==> src/rtl/bo_bing_pkg.sv <==
// ---------------------------------------------------------------------------
// bo_bing_pkg
// Shared types and constants for the Bo Bing dice scorer.
//   face_t   : 3-bit die face encoding (1..6 legal, 0 and 7 illegal)
//   count_t  : 3-bit per-face count (0..6 for six dice)
//   tier_e   : prize tier chosen by the decoder (TIER_NONE or P1..P6)
//   is_legal_face() : true for faces FACE_MIN..FACE_MAX
//   tier_onehot()   : tier -> {P1,P2,P3,P4,P5,P6} one-hot vector
// ---------------------------------------------------------------------------
package bo_bing_pkg;

  typedef logic [2:0] face_t;
  typedef logic [2:0] count_t;

  localparam face_t FACE_MIN = 3'd1;
  localparam face_t FACE_MAX = 3'd6;

  typedef enum logic [2:0] {
    TIER_NONE = 3'd0,
    TIER_P1   = 3'd1,
    TIER_P2   = 3'd2,
    TIER_P3   = 3'd3,
    TIER_P4   = 3'd4,
    TIER_P5   = 3'd5,
    TIER_P6   = 3'd6
  } tier_e;

  function automatic logic is_legal_face(input face_t f);
    return (f >= FACE_MIN) && (f <= FACE_MAX);
  endfunction

  // Bit 5 is P1 (highest tier), bit 0 is P6.
  function automatic logic [5:0] tier_onehot(input tier_e t);
    logic [5:0] v;
    case (t)
      TIER_P1: v = 6'b100000;
      TIER_P2: v = 6'b010000;
      TIER_P3: v = 6'b001000;
      TIER_P4: v = 6'b000100;
      TIER_P5: v = 6'b000010;
      TIER_P6: v = 6'b000001;
      default: v = 6'b000000;
    endcase
    return v;
  endfunction

endpackage

==> src/rtl/bo_bing_face_counter.sv <==
// ---------------------------------------------------------------------------
// bo_bing_face_counter
// Combinational histogram of six dice.
//   D1..D6  in  : die faces (face_t)
//   c1..c6  out : number of dice showing each face (count_t)
//   illegal out : at least one die carries encoding 0 or 7
// Illegal dice are simply not counted; the scorer ignores the counts
// whenever illegal is set.
// ---------------------------------------------------------------------------
module bo_bing_face_counter
  import bo_bing_pkg::*;
(
  input  face_t  D1,
  input  face_t  D2,
  input  face_t  D3,
  input  face_t  D4,
  input  face_t  D5,
  input  face_t  D6,
  output count_t c1,
  output count_t c2,
  output count_t c3,
  output count_t c4,
  output count_t c5,
  output count_t c6,
  output logic   illegal
);

  face_t  dice_s [0:5];
  count_t cnt_s  [1:6];

  assign dice_s[0] = D1;
  assign dice_s[1] = D2;
  assign dice_s[2] = D3;
  assign dice_s[3] = D4;
  assign dice_s[4] = D5;
  assign dice_s[5] = D6;

  // Histogram the dice and flag any out-of-range encoding.
  always_comb begin
    illegal = 1'b0;
    for (int f = 1; f <= 6; f++) begin
      cnt_s[f] = 3'd0;
    end
    for (int j = 0; j < 6; j++) begin
      if (is_legal_face(dice_s[j])) begin
        for (int f = 1; f <= 6; f++) begin
          if (dice_s[j] == face_t'(f)) begin
            cnt_s[f] = cnt_s[f] + 3'd1;
          end else begin
            cnt_s[f] = cnt_s[f];
          end
        end
      end else begin
        illegal = 1'b1;
      end
    end
  end

  assign c1 = cnt_s[1];
  assign c2 = cnt_s[2];
  assign c3 = cnt_s[3];
  assign c4 = cnt_s[4];
  assign c5 = cnt_s[5];
  assign c6 = cnt_s[6];

endmodule

==> src/rtl/bo_bing_scoring.sv <==
// ---------------------------------------------------------------------------
// bo_bing_scoring
// Scores one six-dice throw per valid_in cycle; results are registered and
// appear one cycle later together with a one-cycle valid_out pulse.
//   LUCKY_FACE      param : face used by the red prize rules (1..6)
//   clk, rst        in    : clock, asynchronous active-high reset
//   valid_in        in    : D1..D6 hold a new throw this cycle
//   D1..D6          in    : die faces (1..6 legal)
//   valid_out       out   : new result on P1..P6/err this cycle
//   P1..P6          out   : prize tier flags, P1 highest, at most one set
//   err             out   : last scored throw had an illegal face
// Results hold between throws; only valid_out drops back to 0.
// ---------------------------------------------------------------------------
module bo_bing_scoring
  import bo_bing_pkg::*;
#(
  parameter int LUCKY_FACE = 4
) (
  input  logic  clk,
  input  logic  rst,
  input  logic  valid_in,
  input  face_t D1,
  input  face_t D2,
  input  face_t D3,
  input  face_t D4,
  input  face_t D5,
  input  face_t D6,
  output logic  valid_out,
  output logic  P1,
  output logic  P2,
  output logic  P3,
  output logic  P4,
  output logic  P5,
  output logic  P6,
  output logic  err
);

  count_t     cnt_s [1:6];
  logic       illegal_s;
  count_t     lucky_cnt_s;
  logic       any_five_s;
  logic       nonlucky_four_s;
  logic [2:0] triple_cnt_s;
  logic       straight_s;
  tier_e      tier_s;
  logic [5:0] prize_s;

  logic       valid_r;
  logic       err_r;
  logic [5:0] prize_r;

  bo_bing_face_counter u_counter (
    .D1      (D1),
    .D2      (D2),
    .D3      (D3),
    .D4      (D4),
    .D5      (D5),
    .D6      (D6),
    .c1      (cnt_s[1]),
    .c2      (cnt_s[2]),
    .c3      (cnt_s[3]),
    .c4      (cnt_s[4]),
    .c5      (cnt_s[5]),
    .c6      (cnt_s[6]),
    .illegal (illegal_s)
  );

  // Derive the pattern features used by the tier rules.
  always_comb begin
    lucky_cnt_s     = cnt_s[LUCKY_FACE];
    any_five_s      = 1'b0;
    nonlucky_four_s = 1'b0;
    triple_cnt_s    = 3'd0;
    straight_s      = 1'b1;
    for (int f = 1; f <= 6; f++) begin
      if (cnt_s[f] >= 3'd5) begin
        any_five_s = 1'b1;
      end else begin
        any_five_s = any_five_s;
      end
      if ((f != LUCKY_FACE) && (cnt_s[f] == 3'd4)) begin
        nonlucky_four_s = 1'b1;
      end else begin
        nonlucky_four_s = nonlucky_four_s;
      end
      if (cnt_s[f] == 3'd3) begin
        triple_cnt_s = triple_cnt_s + 3'd1;
      end else begin
        triple_cnt_s = triple_cnt_s;
      end
      if (cnt_s[f] != 3'd1) begin
        straight_s = 1'b0;
      end else begin
        straight_s = straight_s;
      end
    end
  end

  // Priority tier decode; the if-chain order is the tier priority.
  always_comb begin
    tier_s = TIER_NONE;
    if (illegal_s) begin
      tier_s = TIER_NONE;
    end else if ((lucky_cnt_s >= 3'd4) || any_five_s) begin
      tier_s = TIER_P1;
    end else if (straight_s) begin
      tier_s = TIER_P2;
    end else if (lucky_cnt_s == 3'd3) begin
      tier_s = TIER_P3;
    end else if (nonlucky_four_s || (triple_cnt_s == 3'd2)) begin
      tier_s = TIER_P4;
    end else if (lucky_cnt_s == 3'd2) begin
      tier_s = TIER_P5;
    end else if (lucky_cnt_s == 3'd1) begin
      tier_s = TIER_P6;
    end else begin
      tier_s = TIER_NONE;
    end
  end

  assign prize_s = tier_onehot(tier_s);

  // Output register: capture a result only on valid_in, otherwise hold.
  always_ff @(posedge clk or posedge rst) begin
    if (rst) begin
      valid_r <= 1'b0;
      err_r   <= 1'b0;
      prize_r <= 6'b000000;
    end else begin
      valid_r <= valid_in;
      if (valid_in) begin
        err_r   <= illegal_s;
        prize_r <= prize_s;
      end else begin
        err_r   <= err_r;
        prize_r <= prize_r;
      end
    end
  end

  assign valid_out = valid_r;
  assign err       = err_r;
  assign P1        = prize_r[5];
  assign P2        = prize_r[4];
  assign P3        = prize_r[3];
  assign P4        = prize_r[2];
  assign P5        = prize_r[1];
  assign P6        = prize_r[0];

endmodule

==> config.mk <==
export PLATFORM = sky130hd
export DESIGN_NAME = bo_bing_scoring
export DESIGN_NICKNAME = d
export VERILOG_FILES = /design/src/rtl/bo_bing_pkg.sv /design/src/rtl/bo_bing_face_counter.sv /design/src/rtl/bo_bing_scoring.sv
export SDC_FILE = /design/constraint.sdc
export NUM_CORES = 1
export LEC_CHECK = 0
export CAP_MARGIN = 15
export CORE_AREA = 2 2 76 78
export DETAILED_ROUTE_END_ITERATION = 7
export DIE_AREA = 0 0 78 80
export PLACE_DENSITY = 0.85
export SLEW_MARGIN = 20
export SYNTH_ARGS = -nofsm -noshare
export SYNTH_HDL_FRONTEND = slang
export SYNTH_SLANG_ARGS = --single-unit
==> constraint.sdc <==
create_clock -name clk -period 1.3 [get_ports clk]
set_clock_uncertainty 0.15 [all_clocks]
set_input_delay 0.195 -clock clk [delete_from_list [all_inputs] [get_ports clk]]
set_output_delay 0.195 -clock clk [all_outputs]
set_load 0.05 [all_outputs]
==> results.sh, run 1 <==
export IMPL_synthesis_nets=479
export IMPL_cts_resized_gates=111
export IMPL_yosysWarnings=0
export IMPL_hpwl_um=11500
export IMPL_clock_path_buffers=2
export IMPL_htreeDepth=1
export IMPL_clkSinkCount=8
export IMPL_synth_top_area_frac=0.1294
export IMPL_synth_edf_count=0
export IMPL_gp_routability_congestion=0.9767
export IMPL_ys_types=75
export IMPL_start_util=0.6262
export IMPL_synth_ff_type="dfrtp_1"
export IMPL_fp_dieW_um=78
export IMPL_cts_buffers=3
export IMPL_status="did not finish"
export IMPL_synth_area_sq_um=3384
export IMPL_tool_error="[ERROR DPL-0038] Utilization greater than 100%, impossible to legalize"
export IMPL_synthTopCellsByCount="nand2_1 (45), ha_1 (35), nor2_1 (26)"
export IMPL_synth_cells=423
export IMPL_synthTopCellsByArea="ha_1 (13%), dfrtp_1 (5.9%), xnor2_1 (5.2%)"
export IMPL_postSynthAreaPerCell_sq_um=8.001
export IMPL_fp_row_count=27
export IMPL_yosysMostFrequentCell="nand2_1"
export IMPL_yosysSeqAreaShare=0.05915
export IMPL_hold_buffers=0
export IMPL_pin_count=29
export IMPL_post_cts_setup_buffer_count=25
export IMPL_yosys_area_top_type="ha_1"
export IMPL_haltStage="clock tree synthesis"
export IMPL_root_buffer="clkbuf_8"
export IMPL_async_reset_ff_frac=1.000
export IMPL_dp_slack_ps=-6601
export IMPL_ys_ff_latch=8
export IMPL_portBuffers=28
export IMPL_die_y_um=80
-- cells by family after synthesis --
group                      count (synthesis)  synth area share
adders and majority gates                 35            0.1294
AOI/OAI and AO/OA                         64            0.1468
and+or+nand+nor                          215            0.4074
DFF                                        8           0.05915
buffers and inverters                     40           0.04732
muxes                                     20           0.06285
xor gates and xnor gates                  41            0.1471
-- stage by stage --
stage                     cell area (sq um)  instances
after global placement                 5060        658
after floorplan                        3588        423
after detailed placement               5060        658
==> run 2, diff against run 1 <==
- CORE_AREA: 2 2 76 78 -> 2 2 95 97
- DIE_AREA: 0 0 78 80 -> 0 0 97 99
- PLACE_DENSITY: 0.85 -> not set
- PLACE_DENSITY_LB_ADDON: not set -> 0.15
==> run 2 against run 1 <==
Effect of this change: the flow now finishes, with violations (negative setup slack); synthesized area stayed put; synthesized cell count stayed put.
==> results.sh, run 2 <==
export IMPL_synthTopCellsByArea="ha_1 (13%), dfrtp_1 (5.9%), xnor2_1 (5.2%)"
export IMPL_final_nets=666
export IMPL_yosys_area_share_simple=0.4074
export IMPL_yosysSeqAreaShare=0.05915
export IMPL_dp_slack_ps=-6349
export IMPL_path_common_cell="ha_4"
export IMPL_critical_path_max_stage_delay_ps=330
export IMPL_cts_buffers=3
export IMPL_slew_headroom=0.6680
export IMPL_hold_buffers=0
export IMPL_instances_no_fill=716
export IMPL_critPathKind="input pin to flop"
export IMPL_top_register="prize_r"
export IMPL_synth_mux_area_fraction=0.06285
export IMPL_rsz0062_at_grt="yes"
export IMPL_crit_arrival_ps=6920
export IMPL_viasPerCell=5.499
export IMPL_worst_path_max_fanout=4
export IMPL_drt_iter0_markers=244
export IMPL_crit_buf_inv=5
export IMPL_finalPower_mw=2.778
export IMPL_grt_usage=0.2169
export IMPL_synth_compound_area_frac=0.1468
export IMPL_drc_errors=0
export IMPL_ys_types=75
export IMPL_slew_violations=0
export IMPL_clkTransAtPathRegs_ps=40
export IMPL_routedWlPerCell_um=15.08
export IMPL_power_leakage_nw=2.686
export IMPL_clkSinkCount=8
export IMPL_finalCritPeriodShare=5.358
export IMPL_drive_above_1_share=0.4556
export IMPL_clock_path_buffers=2
export IMPL_period_minus_slack_ps=6965
export IMPL_antenna_found_initial=0
export IMPL_hpwl_um=8591
export IMPL_crit_family="adder cells"
export IMPL_grt_max_degree=18
export IMPL_portBuffers=28
export IMPL_gp_routability_congestion=0.9164
export IMPL_placedCellCount=699
export IMPL_critical_path_depth=36
export IMPL_hold_class="input pin to asynchronous set/reset pin"
export IMPL_drtPass1Iterations=4
export IMPL_synth_top_area_frac=0.1294
export IMPL_postSynthAreaPerCell_sq_um=8.001
export IMPL_synth_ff_type="dfrtp_1"
export IMPL_fp_dieW_um=97
export IMPL_tritoncts="yes"
export IMPL_antenna_cells=0
export IMPL_synth_cells=423
export IMPL_max_freq_mhz=143.6
export IMPL_layout_common_cells="buf_4 (173), nand2_1 (39), nor2_1 (25), ha_1 (25), xnor2_1 (19)"
export IMPL_htreeDepth=1
export IMPL_final_common_cell="buf_4"
export IMPL_yosysMostFrequentCell="nand2_1"
export IMPL_worst_path_max_delay_cell="nor4bb_2"
export IMPL_antenna_left=0
export IMPL_synthTopCellsByCount="nand2_1 (45), ha_1 (35), nor2_1 (26)"
export IMPL_fp_row_count=34
export IMPL_grt_pass1_wl_um=17790
export IMPL_violations="negative setup slack"
export IMPL_first_global_vias=3810
export IMPL_root_buffer="clkbuf_8"
export IMPL_syn2layout_area_growth_pct=64.07
export IMPL_synth_edf_count=0
export IMPL_ir_drop_mv=0.7970
export IMPL_status="finished with violations"
export IMPL_yosys_area_top_type="ha_1"
export IMPL_pin_count=29
export IMPL_wirelength_um=10800
export IMPL_synthesis_nets=479
export IMPL_worst_pin_slew_ps=494.4
export IMPL_yosysWarnings=0
export IMPL_synth_top_family_by_area="simple AND/OR/NAND/NOR gates"
export IMPL_fin_ws_ps=-5665
export IMPL_crit_required_ps=1250
export IMPL_die_y_um=99
export IMPL_cap_violations=0
export IMPL_ys_ff_latch=8
export IMPL_vias=3937
export IMPL_reg2reg_depth=2
export IMPL_coreArea_sq_um=8551
export IMPL_synth_area_sq_um=3384
export IMPL_clk_latency_ps=220
export IMPL_overflow=0
export IMPL_largest_reg_flops=6
export IMPL_dieArea_sq_um=9603
export IMPL_start_kind="input pin"
export IMPL_async_reset_ff_frac=1.000
export IMPL_fin_setup_tns_ps=-34230
export IMPL_yosys_area_share_xor_xnor=0.1471
export IMPL_hold_violations=0
export IMPL_power_density_nw_per_um2=500.2
export IMPL_setup_viol_count_final=7
export IMPL_start_util=0.3958
export IMPL_worstSetupEndpointType="flop"
export IMPL_synth_adder_area_share=0.1294
## run 2: cell counts after synthesis
Identical to the previous run, type by type.
## run 2: cell families after synthesis
logic type | count (synthesis)
buffers and inverters | 40
DFF | 8
muxes | 20
AOI/OAI and AO/OA | 64
xor gates and xnor gates | 41
and+or+nand+nor | 215
adders and majority gates | 35
## run 2: final timing paths
path | end | start | slack (ps)
min reg2reg | err$_DFFE_PP0P_ | err$_DFFE_PP0P_ | 390
max reg2reg | prize_r[5]$_DFFE_PP0P_ | prize_r[5]$_DFFE_PP0P_ | 270
max | prize_r[5]$_DFFE_PP0P_ | D2[1] | -5670
min in group clk | valid_out$_DFF_PP0_ | valid_in | 180
min | prize_r[2]$_DFFE_PP0P_ | rst | 70
max in group asynchronous | err$_DFFE_PP0P_ | rst | 700
## run 2: layout make-up
cell class	count	area, sq um
Sequential cell	8	200.2
Multi-Input combinational cell	375	3379
Timing Repair Buffer	209	1748
Tap cell	108	135.1
Clock buffer	3	41.29
Inverter	13	48.80
Fill cell	700	2998
## run 2: stage by stage
step	utilization	instance area, sq um	hold slack [ps]
2_1_floorplan	-	3588	-139.3
3_3_place_gp	0.6014	5142	307.6
3_5_place_dp	0.6014	5142	321.7
4_1_cts	0.6270	5361	75.60
5_1_grt	0.6494	5553	90.52
6_report	0.6494	5553	66.66
## run 2: what timing repair did
item	in CTS	in global routing
setup buffers	8	6
pin swaps	24	27
gates resized for setup	72	40
endpoints found under the setup margin	7	7
## run 2: layer usage
layer	track usage	part of all wire
met5	0	0
met4	0.02384	0.0080
met3	0.01418	0.025
met2	0.3755	0.48
met1	0.3069	0.49
## run 2: worst register-to-register path, cell delays in order, from the launching register on
cell	delay, ps
dfrtp_1	420
a21oi_1	110
a221oi_2	270
## run 2: power breakdown
| part | internal (mW) | leakage (nW) | switching, mW | total (mW) |
|---|---|---|---|---|
| combinational | 1.19 | 2.56 | 1.02 | 2.21 |
| sequential | 0.262 | 0.105 | 0.0142 | 0.277 |
| clock | 0.200 | 0.0216 | 0.0940 | 0.294 |
No activity file was read; power rests on OpenSTA's default activity.
==> run 3, diff against run 2 <==
- CORE_AREA: 2 2 95 97 -> 2 2 87 106
- DIE_AREA: 0 0 97 99 -> 0 0 89 108
==> run 3 against run 2 <==
Effect of this change: the flow still finishes with violations (negative setup slack); core utilization increased by 3.2 points; critical path depth unchanged; register-to-register slack about the same; sequential cell count unchanged; die area about the same; global-route usage increased by 1.1 points; worst setup slack improved by 140 ps; total power increased by 5.4%; critical endpoint is now prize_r[2]$_DFFE_PP0P_.
==> results.sh, run 3 (same netlist as run 2, synthesis figures left out) <==
export IMPL_drc_errors=0
export IMPL_crit_family="multiplexers"
export IMPL_max_freq_mhz=146.6
export IMPL_worst_pin_slew_ps=601.2
export IMPL_critPathKind="input pin to flop"
export IMPL_crit_buf_inv=6
export IMPL_antenna_left=0
export IMPL_worst_path_max_fanout=6
export IMPL_fin_area_sq_um=5802
export IMPL_gp_routability_congestion=0.9381
export IMPL_pin_count=29
export IMPL_first_global_vias=3974
export IMPL_violations="negative setup slack"
export IMPL_dieArea_sq_um=9612
export IMPL_fp_row_count=37
export IMPL_cap_violations=0
export IMPL_hold_buffers=0
export IMPL_viasPerCell=5.422
export IMPL_hpwl_um=8820
export IMPL_instances_no_fill=740
export IMPL_grt_usage=0.2282
export IMPL_portBuffers=28
export IMPL_drt_iter0_markers=127
export IMPL_fp_dieW_um=89
export IMPL_n_fill_cell=699
export IMPL_vias=4012
export IMPL_slew_headroom=0.5963
export IMPL_grt_max_degree=14
export IMPL_finalPower_mw=2.928
export IMPL_power_density_nw_per_um2=504.7
export IMPL_largest_reg_flops=6
export IMPL_start_util=0.3973
export IMPL_hold_class="input pin to asynchronous set/reset pin"
export IMPL_overflow=0
export IMPL_setup_viol_count_final=7
export IMPL_drtPass1Iterations=4
export IMPL_root_buffer="clkbuf_8"
export IMPL_start_kind="input pin"
export IMPL_fin_util=0.6811
export IMPL_final_common_cell="buf_4"
export IMPL_htreeDepth=1
export IMPL_grt_pass1_wl_um=17680
export IMPL_power_leakage_nw=2.784
export IMPL_ir_drop_mv=0.5219
export IMPL_place_area_sq_um=5211
export IMPL_path_common_cell="ha_4"
export IMPL_crit_arrival_ps=6850
export IMPL_period_minus_slack_ps=6820
export IMPL_crit_required_ps=1330
export IMPL_coreArea_sq_um=8518
export IMPL_die_y_um=108
export IMPL_slew_violations=0
export IMPL_antenna_cells=0
export IMPL_drive_above_1_share=0.4912
export IMPL_reg2reg_setup_slack_ps=280
export IMPL_clock_path_buffers=2
export IMPL_fin_ws_ps=-5520
export IMPL_routedWlPerCell_um=15.52
export IMPL_antenna_found_initial=0
export IMPL_finalCritPeriodShare=5.247
export IMPL_status="finished with violations"
export IMPL_worst_path_max_delay_cell="ha_1"
export IMPL_wirelength_um=11490
export IMPL_clk_latency_ps=240
export IMPL_placedCellCount=714
export IMPL_top_register="prize_r"
export IMPL_fin_setup_tns_ps=-33340
export IMPL_tritoncts="yes"
export IMPL_layout_common_cells="buf_4 (184), nand2_1 (40), nor2_1 (23), ha_1 (23), xnor2_1 (15)"
export IMPL_clkTransAtPathRegs_ps=40
export IMPL_final_nets=681
export IMPL_hold_violations=0
export IMPL_clkSinkCount=8
export IMPL_critical_path_max_stage_delay_ps=320
export IMPL_worstSetupEndpointType="flop"
export IMPL_rsz0062_at_grt="yes"
export IMPL_cts_buffers=3
export IMPL_syn2layout_area_growth_pct=71.42
## run 3: area by class of cell
| class | count | area [sq um] | share of cell area |
|---|---|---|---|
| well taps | 117 | 146.4 | 0.02523 |
| inverters | 13 | 51.30 | 0.008842 |
| repair buffers | 224 | 1857 | 0.3200 |
| flip-flops and latches | 8 | 200.2 | 0.03451 |
| clock buffers | 3 | 41.29 | 0.007117 |
| multi-input cells | 375 | 3506 | 0.6043 |
## run 3: stage by stage
| stage | hold slack, ps | worst slack, ps |
|---|---|---|
| after floorplan | -139.3 | -5598 |
| after global placement | 305.4 | -6089 |
| after detailed placement | 312.1 | -6278 |
| after CTS | 60.14 | -5622 |
| after global routing | 95.45 | -5770 |
| final | 52.85 | -5520 |
## run 3: final timing paths
path | to | cells after the start | startpoint
hold / removal | prize_r[2]$_DFFE_PP0P_ | 2 | rst
min in group clk | valid_out$_DFF_PP0_ | 2 | valid_in
setup / recovery | prize_r[2]$_DFFE_PP0P_ | 36 | D2[0]
max in group asynchronous | err$_DFFE_PP0P_ | 2 | rst
hold reg to reg | err$_DFFE_PP0P_ | 1 | err$_DFFE_PP0P_
setup reg to reg | prize_r[5]$_DFFE_PP0P_ | 2 | prize_r[5]$_DFFE_PP0P_
## run 3: report_power, final
part	switching [mW]	total (mW)	leakage, nW	internal [mW]
clock	0.118	0.320	0.0216	0.202
sequential	0.0149	0.277	0.105	0.262
combinational	1.07	2.33	2.66	1.27
total	1.20	2.93	2.78	1.73
## run 3: timing repair
item / 4_1_cts / 5_1_grt
resized for setup: 76 / 65
cloned: 0 / 0
setup buffers: 13 / 11
pin swaps: 32 / 39
endpoints found under the setup margin: 7 / 7
## run 3: layer usage
layer	wire length, um	GRT usage	share of wire
met4	329	0.06716	0.029
met1	4662	0.2636	0.41
met3	212	0.006870	0.018
met2	6281	0.4440	0.55
met5	0	0	0
## run 3: worst reg2reg max path: stages, from the launching register on
cell and delay (ps):
dfrtp_1 410, a21oi_1 110, a221oi_2 270
==> run 4, diff against run 3 <==
- CORE_AREA: 2 2 87 106 -> 2 2 75 91
- DIE_AREA: 0 0 89 108 -> 0 0 77 93
- GPL_TIMING_DRIVEN: not set -> 0
- clock period: 1.3 -> 5.6 ns (I/O delays scaled with it)
==> run 4 against run 3 <==
Effect of this change: the flow still finishes with violations (negative setup slack); total power is 82% lower; cell count is 24% lower; combinational power is 83% lower; wire length is 19% lower; count of clock-buffer cells in the layout stayed put; largest cell class unchanged; largest power group unchanged.
==> results.sh, run 4 (same netlist as run 2, synthesis figures left out) <==
export IMPL_antenna_left=0
export IMPL_rsz0062_at_grt="yes"
export IMPL_hpwl_um=6958
export IMPL_sw_frac_of_total=0.4467
export IMPL_first_global_vias=3348
export IMPL_viasPerCell=6.111
export IMPL_violations="negative setup slack"
export IMPL_overflow=0
export IMPL_dieArea_sq_um=7161
export IMPL_worstHoldStart="err$_DFFE_PP0P_"
export IMPL_crit_arrival_ps=7630
export IMPL_r2r_start="prize_r[5]$_DFFE_PP0P_"
export IMPL_slew_headroom=0.5311
export IMPL_top_register="prize_r"
export IMPL_critical_path_max_stage_delay_ps=420
export IMPL_grt_pass1_wl_um=15390
export IMPL_max_freq_mhz=130.0
export IMPL_reg2reg_setup_slack_ps=4680
export IMPL_p_int_mw=0.2860
export IMPL_ir_drop_mv=0.1600
export IMPL_clock_path_buffers=2
export IMPL_largest_reg_flops=6
export IMPL_place_area_sq_um=3886
export IMPL_antenna_cells=0
export IMPL_p_sw_mw=0.2309
export IMPL_crit_required_ps=5540
export IMPL_placedCellCount=531
export IMPL_root_buffer="clkbuf_8"
export IMPL_routedWlPerCell_um=16.62
export IMPL_drtPass1Iterations=4
export IMPL_p_seq_frac=0.121
export IMPL_clkPwrFrac=0.131
export IMPL_layout_common_cells="nand2_1 (41), ha_1 (28), buf_4 (26)"
export IMPL_cts_buffers=3
export IMPL_worstSetupEndpointType="flop"
export IMPL_worst_path_max_delay_cell="xnor3_1"
export IMPL_fp_row_count=32
export IMPL_fin_area_sq_um=4405
export IMPL_instances_no_fill=559
export IMPL_status="finished with violations"
export IMPL_syn2layout_area_growth_pct=30.17
export IMPL_drive_above_1_share=0.2363
export IMPL_start_util=0.5350
export IMPL_power_leakage_nw=1.955
export IMPL_clkSinkCount=8
export IMPL_n_fill_cell=542
export IMPL_drc_errors=0
export IMPL_portBuffers=23
export IMPL_vias=3416
export IMPL_period_minus_slack_ps=7691
export IMPL_crit_path_start="D2[0]"
export IMPL_dp_slack_ps=-3171
export IMPL_clk_latency_ps=220
export IMPL_final_nets=532
export IMPL_drt_iter0_markers=79
export IMPL_p_comb_frac=0.748
export IMPL_start_kind="input pin"
export IMPL_hold_violations=0
export IMPL_worst_pin_slew_ps=701.9
export IMPL_pin_count=29
export IMPL_final_common_cell="nand2_1"
export IMPL_wirelength_um=9291
export IMPL_clkTransAtPathRegs_ps=40
export IMPL_grt_usage=0.2575
export IMPL_fin_ws_ps=-2091
export IMPL_path_common_cell="ha_4"
export IMPL_hold_class="flop to flop"
export IMPL_worst_path_max_fanout=10
export IMPL_finalCritPeriodShare=1.373
export IMPL_fp_dieW_um=77
export IMPL_htreeDepth=1
export IMPL_cap_violations=0
export IMPL_finalPower_mw=0.5169
export IMPL_critPathKind="input pin to flop"
export IMPL_hold_buffers=0
export IMPL_grt_max_degree=11
export IMPL_power_density_nw_per_um2=117.3
export IMPL_gp_routability_congestion=0.8685
export IMPL_antenna_found_initial=0
export IMPL_tritoncts="yes"
export IMPL_fin_setup_tns_ps=-12290
export IMPL_coreArea_sq_um=6326
export IMPL_slew_violations=0
export IMPL_die_y_um=93
export IMPL_setup_viol_count_final=6
-- run 4: cell types whose count changed in the layout (fill, tap and decap cells not counted), moves of 3 or more --
cell             delta
buf_4             -158
clkbuf_1           +16
clkdlybuf4s50_1    +16
buf_6              -13
buf_12              -6
ha_1                +5
ha_4                -5
buf_2               -4
dlygate4sd2_1       -3
o21ai_0             +3
-- run 4: cell type report --
cell class	instances	area, sq um	share of cell area
inverters	13	48.80	0.01108
repair buffers	49	454.2	0.1031
clock buffers	3	41.29	0.009372
multi-input cells	375	3351	0.7606
flip-flops and latches	8	200.2	0.04544
well taps	85	106.4	0.02414
plain buffers	26	203.9	0.04629
-- run 4: worst max-delay path: cells and delay by family --
kind                     cells  cell delay [ps]
buffers and inverters        4              440
multiplexers                 6             1580
XOR/XNOR                     4             1010
AND/OR/NAND/NOR              9             1280
adder cells (fa/ha/maj)      7             1430
AO/OA/AOI/OAI                6             1070
-- run 4: path summary, 6_finish.rpt --
check                                          to  cells after the start
hold / removal                    err$_DFFE_PP0P_                      1
setup reg to reg           prize_r[5]$_DFFE_PP0P_                      2
min in group asynchronous         err$_DFFE_PP0P_                      2
hold reg to reg                   err$_DFFE_PP0P_                      1
max in group asynchronous  prize_r[0]$_DFFE_PP0P_                      2
setup / recovery           prize_r[5]$_DFFE_PP0P_                     36
-- run 4: power by group through the flow --
stage / combinational, mW / clock (mW) / sequential, mW
after floorplan: 0.252 / 0 / 0.0733
after global placement: 0.330 / 0 / 0.0632
after detailed placement: 0.336 / 0 / 0.0631
after CTS: 0.374 / 0.0697 / 0.0624
after global routing: 0.425 / 0.0731 / 0.0627
final: 0.387 / 0.0678 / 0.0625
-- run 4: routing by layer --
metal,part of all wire,global-route usage
met4,0.028,0.07143
met2,0.53,0.5095
met1,0.42,0.2992
met5,0,0
met3,0.019,0.01062
-- run 4: what timing repair did --
action | 4_1_cts | 5_1_grt
pin swaps | 19 | 1
setup buffers | 21 | 4
gates resized for setup | 55 | 11
endpoints found under the setup margin | 6 | 6
cloned | 1 | 0
-- run 4: metrics by stage --
step	util	hold WS [ps]
after CTS	0.6812	333.3
after global placement	0.6143	319.5
after global routing	0.6964	369.5
final	0.6964	332.4
after floorplan	-	505.7
after detailed placement	0.6143	319.8
